==> config.mk <==
export PLATFORM = sky130hd
export DESIGN_NAME = net_tx_framer
export DESIGN_NICKNAME = d
export VERILOG_FILES = /design/src/rtl/net_tx_framer.sv
export SDC_FILE = /design/constraint.sdc
export NUM_CORES = 2
export LEC_CHECK = 0
export CORE_MARGIN = 2
export CORE_UTILIZATION = 30
export CTS_BUF_LIST = sky130_fd_sc_hd__clkbuf_8
export DETAILED_ROUTE_END_ITERATION = 12
export PLACE_DENSITY = 0.47
export SYNTH_ARGS = -nofsm -noshare
export SYNTH_HDL_FRONTEND = slang
export SYNTH_SLANG_ARGS = --single-unit
==> constraint.sdc <==
create_clock -name clk -period 18.9 [get_ports clk]
set_clock_uncertainty 0.15 [all_clocks]
set_input_delay 3.78 -clock clk [delete_from_list [all_inputs] [get_ports clk]]
set_output_delay 3.78 -clock clk [all_outputs]
set_load 0.02 [all_outputs]
==> src/rtl/net_tx_framer.sv <==
// Net-side AXI-Stream framer: slices descriptor-length frames into beats, builds tlast/tkeep, buffers in a FIFO.
// Optional frame/beat/stall counters are present when NET_TX_STATS_EN is defined.
module net_tx_framer #(
  parameter int ROWS            = 32,
  parameter int INPUT_LENGTH    = 16,
  parameter int AXIS_DATA_WIDTH = ROWS * INPUT_LENGTH,
  parameter int AXIS_KEEP_WIDTH = AXIS_DATA_WIDTH / 8,
  parameter int AXIS_DEST_WIDTH = 8,
  parameter int AXIS_ID_WIDTH   = 7,
  parameter int AXIS_USER_WIDTH = 8,
  parameter int LEN_WIDTH       = 20,
  parameter logic [AXIS_DEST_WIDTH-1:0] DEST_VALUE = 'hbf,
  parameter int FIFO_DEPTH      = 4
) (
  input  logic                       clk,
  input  logic                       rst,
  input  logic                       net_tstart,
  input  logic [LEN_WIDTH-1:0]       net_tdesc_len,
  input  logic [AXIS_DATA_WIDTH-1:0] net_data_in,
  input  logic                       net_valid_in,
  output logic                       net_tx_rdy,
  output logic [AXIS_DATA_WIDTH-1:0] m_net_axis_tdata,
  output logic [AXIS_KEEP_WIDTH-1:0] m_net_axis_tkeep,
  output logic                       m_net_axis_tlast,
  output logic                       m_net_axis_tvalid,
  input  logic                       m_net_axis_tready,
  output logic [AXIS_DEST_WIDTH-1:0] m_net_axis_tdest,
  output logic [AXIS_ID_WIDTH-1:0]   m_net_axis_tid,
  output logic [AXIS_USER_WIDTH-1:0] m_net_axis_tuser,
  output logic                       net_tx_busy,
  output logic                       net_tx_done,
  output logic                       net_tx_err
`ifdef NET_TX_STATS_EN
  ,
  output logic [31:0]                stat_frames,
  output logic [31:0]                stat_beats,
  output logic [31:0]                stat_stall
`endif
);

  localparam int AW = $clog2(FIFO_DEPTH);
  localparam int PW = AW + 1;
  localparam logic [LEN_WIDTH-1:0] KB_LEN = LEN_WIDTH'(AXIS_KEEP_WIDTH);
  localparam logic [PW-1:0] DEPTH_P = PW'(FIFO_DEPTH);

  typedef enum logic [1:0] {
    IDLE  = 2'd0,
    LOAD  = 2'd1,
    DRAIN = 2'd2
  } state_t;

  state_t                     state;
  logic [LEN_WIDTH-1:0]       rem;
  logic [PW-1:0]              wr_ptr;
  logic [PW-1:0]              rd_ptr;
  logic [PW-1:0]              fill;
  logic                       fifo_full;
  logic                       fifo_empty;
  logic                       push;
  logic                       pop;
  logic                       last_beat;
  logic [AXIS_KEEP_WIDTH-1:0] keep_next;

  logic [AXIS_DATA_WIDTH-1:0] mem_data [FIFO_DEPTH];
  logic [AXIS_KEEP_WIDTH-1:0] mem_keep [FIFO_DEPTH];
  logic                       mem_last [FIFO_DEPTH];

  assign fill       = wr_ptr - rd_ptr;
  assign fifo_full  = (fill == DEPTH_P);
  assign fifo_empty = (wr_ptr == rd_ptr);

  // Ready deliberately ignores a same-cycle pop: no push-through when full.
  assign net_tx_rdy = (state == LOAD) && !fifo_full;
  assign push       = net_tx_rdy && net_valid_in;
  assign pop        = !fifo_empty && m_net_axis_tready;
  assign last_beat  = (rem <= KB_LEN);

  always_comb begin
    keep_next = '0;
    for (int i = 0; i < AXIS_KEEP_WIDTH; i++) begin
      keep_next[i] = (LEN_WIDTH'(i) < rem);
    end
  end

  always_ff @(posedge clk) begin
    if (push) begin
      mem_data[wr_ptr[AW-1:0]] <= net_data_in;
      mem_keep[wr_ptr[AW-1:0]] <= keep_next;
      mem_last[wr_ptr[AW-1:0]] <= last_beat;
    end
  end

  // Head entry is masked while empty so every output reads zero out of reset.
  assign m_net_axis_tvalid = !fifo_empty;
  assign m_net_axis_tdata  = fifo_empty ? '0 : mem_data[rd_ptr[AW-1:0]];
  assign m_net_axis_tkeep  = fifo_empty ? '0 : mem_keep[rd_ptr[AW-1:0]];
  assign m_net_axis_tlast  = fifo_empty ? 1'b0 : mem_last[rd_ptr[AW-1:0]];
  assign m_net_axis_tdest  = DEST_VALUE;
  assign m_net_axis_tid    = '0;
  assign m_net_axis_tuser  = '0;
  assign net_tx_busy       = (state != IDLE);

  always_ff @(posedge clk or posedge rst) begin
    if (rst) begin
      state       <= IDLE;
      rem         <= '0;
      wr_ptr      <= '0;
      rd_ptr      <= '0;
      net_tx_done <= 1'b0;
      net_tx_err  <= 1'b0;
`ifdef NET_TX_STATS_EN
      stat_frames <= '0;
      stat_beats  <= '0;
      stat_stall  <= '0;
`endif
    end else begin
      net_tx_done <= 1'b0;
      net_tx_err  <= 1'b0;
      if (push) wr_ptr <= wr_ptr + 1'b1;
      if (pop)  rd_ptr <= rd_ptr + 1'b1;
`ifdef NET_TX_STATS_EN
      if (pop) stat_beats <= stat_beats + 32'd1;
      if (pop && m_net_axis_tlast) stat_frames <= stat_frames + 32'd1;
      if (m_net_axis_tvalid && !m_net_axis_tready) stat_stall <= stat_stall + 32'd1;
`endif
      case (state)
        IDLE: begin
          if (net_tstart) begin
            if (net_tdesc_len != '0) begin
              rem   <= net_tdesc_len;
              state <= LOAD;
            end else begin
              net_tx_done <= 1'b1;
            end
          end
        end
        LOAD: begin
          if (net_tstart) net_tx_err <= 1'b1;
          if (push) begin
            if (last_beat) begin
              rem   <= '0;
              state <= DRAIN;
            end else begin
              rem <= rem - KB_LEN;
            end
          end
        end
        DRAIN: begin
          if (net_tstart) net_tx_err <= 1'b1;
          // The final beat is the only tlast entry left in the FIFO here.
          if (pop && m_net_axis_tlast) begin
            state       <= IDLE;
            net_tx_done <= 1'b1;
          end
        end
        default: state <= IDLE;
      endcase
    end
  end

endmodule

==> impl_metrics.json <==
{
  "status": "complete, no violations",
  "cp_slowest_cell": "dfrtp_4",
  "synthCells": 3998,
  "avgSynthCellArea_sq_um": 22.3,
  "antenna_found_initial": 123,
  "yosysSeqAreaShare": 0.784,
  "drtIter0Drc": 3141,
  "cts_made_buffers": 407,
  "cts_root_buf": "clkbuf_8",
  "hold_class": "reg2reg",
  "combinationalPowerShare": 0.446,
  "rsz0062_at_grt": "false",
  "ctsHtreeMaxLevel": 5,
  "routabilityCongestion": 0.766,
  "ys.flop_type": "edfxtp_1",
  "finalCritPeriodShare": 0.566,
  "hold_path.startpoint": "wr_ptr[2]",
  "worst_pin_slew_ns": 1.15,
  "viasPerCell": 4.66,
  "num_vias": 44995,
  "reg2reg_from": "rd_ptr[0]",
  "area_growth_pct": 26.0,
  "hold_buffers": 0,
  "finalSetupTns_ns": 0,
  "fp.dieH_um": 550,
  "wl_mm": 257,
  "final_nets": 5922,
  "clockPowerShare": 0.216,
  "power.leakage_nw": 35.5,
  "die-area_sq_mm": 0.302,
  "p_sw_mw": 7.11,
  "post-dp-hpwl_mm": 163,
  "worstHoldPathCells": 1,
  "drc": 0,
  "synth_edf_count": 2308,
  "cts.repair.resized": 0,
  "finalCriticalPeriod_ns": 10.71,
  "ys_types": 53,
  "dr.pass1.iters": 7,
  "crit_buf_inv": 5,
  "dieWidth_um": 550,
  "crit_chain": "buf_4 -> buf_4 -> buf_4 -> buf_4 -> mux4_2 -> and2_1 -> clkdlybuf4s50_1",
  "grt_max_degree": 154,
  "post_cts_buffers": 0,
  "critPathRequiredTime_ns": 14.97,
  "p_per_area_mw_per_mm2": 172,
  "clk_latency_ns": 1.02,
  "rrSetupSlack_ns": 12.98,
  "cts_tree": "yes",
  "crit_type": "reg2out",
  "fin_util": 0.379,
  "maxCapViolCount": 0,
  "timing.fmax_mhz": 93.4,
  "setup_viol": 0,
  "hold_violations": 0,
  "pwr-share-seq": 0.337,
  "clk_pin_slew_ns": 0.06,
  "endpoint_kind": "output port",
  "routedWlPerCell_um": 26.6,
  "worstPathArrival_ns": 6.78,
  "clock_sinks": 2338,
  "reg2reg_depth": 8,
  "crit_top_cell": "buf_4",
  "critPathMaxStageDelay_ns": 1.03,
  "slew_viol_final": 0,
  "p_int_mw": 12.2,
  "io_pins": 1142,
  "fp.coreArea_sq_mm": 0.297,
  "cp_max_fo": 42,
  "antenna_left": 0,
  "drive_gt1_frac": 0.202,
  "grt_pass1_vias": 47806,
  "synthArstFlopShare": 0.0128,
  "p_sw_frac": 0.368,
  "reg2reg_to": "mem_data[3][325]",
  "rows": 200,
  "synth-seq-cells": 2338,
  "yosys_warnings": 0,
  "crit_family": "buffers and inverters",
  "ir_worst_vdd_uv": 142,
  "grtUsageTotal": 0.166,
  "relSlewSlack": 0.235,
  "io_buffer_count": 1118,
  "grt_overflow": 0,
  "clockBufferDepth": 4,
  "syn_area_sq_mm": 0.0893,
  "hold_end": "wr_ptr[2]",
  "initial_core_util": 0.301,
  "grt_pass1_wl_mm": 361,
  "crit_path_start_kind": "flop"
}
==> power groups by stage <==
stage	Sequential [mW]	Combinational, mW	Clock (mW)
3_3_place_gp	6.62	8.87	0
3_5_place_dp	6.64	8.81	0
4_1_cts	6.53	8.86	4.35
2_1_floorplan	6.91	4.63	0
6_report	6.52	8.63	4.18
5_1_grt	6.57	9.15	4.55
==> cell families after synthesis <==
logic type	share of synthesized area
simple gates	0.0469
buf+inv	0.0125
xor+xnor	0.000588
mux	0.146
compound gates	0.00770
fa+ha+maj	0.00196
flops	0.784
other cells	0.0000841
==> worst max-delay path by stage <==
| stage | start | endpoint | cells after the start |
|---|---|---|---|
| after global routing | rd_ptr[0] | m_net_axis_tdata[49] | 7 |
| after floorplan | net_valid_in | mem_data[3][0] | 3 |
| after CTS | rd_ptr[0] | m_net_axis_tdata[325] | 7 |
| final | rd_ptr[0] | m_net_axis_tdata[325] | 7 |
| after detailed placement | rd_ptr[0] | m_net_axis_tdata[325] | 7 |
| after global placement | rd_ptr[0] | m_net_axis_tdata[325] | 7 |
==> worst reg2reg max path, cell delays in order, from the launching register on <==
cell and delay [ns]:
dfrtp_4 1.03, ha_1 0.27, nor2b_1 0.16, xnor2_1 0.16, o211a_1 0.41, and2_4 0.82, buf_4 0.83, buf_12 0.67
buf_4 0.91
==> sequential cells by signal, summed over array words and instances, names as in the netlist <==
signal       cells
net_tx_done      1
mem_data      2048
mem_keep       256
state            2
wr_ptr           3
rem             20
mem_last         4
rd_ptr           3
net_tx_err       1
==> cell type report <==
type | count | area [sq um]
multi-input cells | 1420 | 18200
clock inverters | 305 | 1560
flip-flops and latches | 2338 | 70100
fillers | 27253 | 184000
clock buffers | 412 | 5670
diodes | 38 | 95.1
well taps | 3939 | 4930
repair buffers | 1181 | 11900
inverters | 23 | 87.6
==> placed cells by master, fill, tap and decap left out, types with 18 or more instances in the layout <==
cell type	instances
nand2_1	50
buf_4	45
edfxtp_1	2308
dfrtp_1	28
clkinv_2	42
clkinv_1	92
o21ai_0	50
buf_12	18
clkbuf_8	412
mux4_2	577
diode_2	38
conb_1	23
inv_1	161
clkdlybuf4s50_1	1118
and2_1	579
==> synth_stat cells (all sizes together), types with 3 or more instances <==
master,number,area share
buf,89,0.0053
o2bb2ai,9,0.00088
nor2,14,0.00076
nand3,8,0.00050
a31oi,3,0.00021
a22o,12,0.0012
xnor2,4,0.00039
nor3,15,0.00097
mux4,577,0.15
dfrtp,30,0.0084
inv,21,0.00088
o32ai,3,0.00029
edfxtp,2308,0.78
nand2,51,0.0022
clkbuf,149,0.0063
and2,583,0.041
a21oi,8,0.00045
ha,14,0.0020
nor4,11,0.00094
o21ai,50,0.0028
a21o,7,0.00059
==> stage by stage <==
stage	std cells	power (mW)	setup WS (ns)	hold WS, ns	cell area, sq um
6_report	9656	19.3	8.19	0.339	113000
5_1_grt	9629	20.3	7.39	0.366	112000
4_1_cts	9618	19.7	7.56	0.342	112000
3_5_place_dp	8901	15.5	8.83	0.331	105000
3_3_place_gp	8901	15.5	8.85	0.325	105000
2_1_floorplan	4019	11.5	0.650	0.301	89400
==> per-layer routing <==
layer,vias to the layer above,share of wire,GRT usage
met3,557,0.10,0.0721
met2,1564,0.47,0.264
met1,23568,0.40,0.202
li1,19188,-,-
met5,-,0.0030,0
met4,118,0.027,0.0533
No activity file was read; power rests on OpenSTA's default activity.
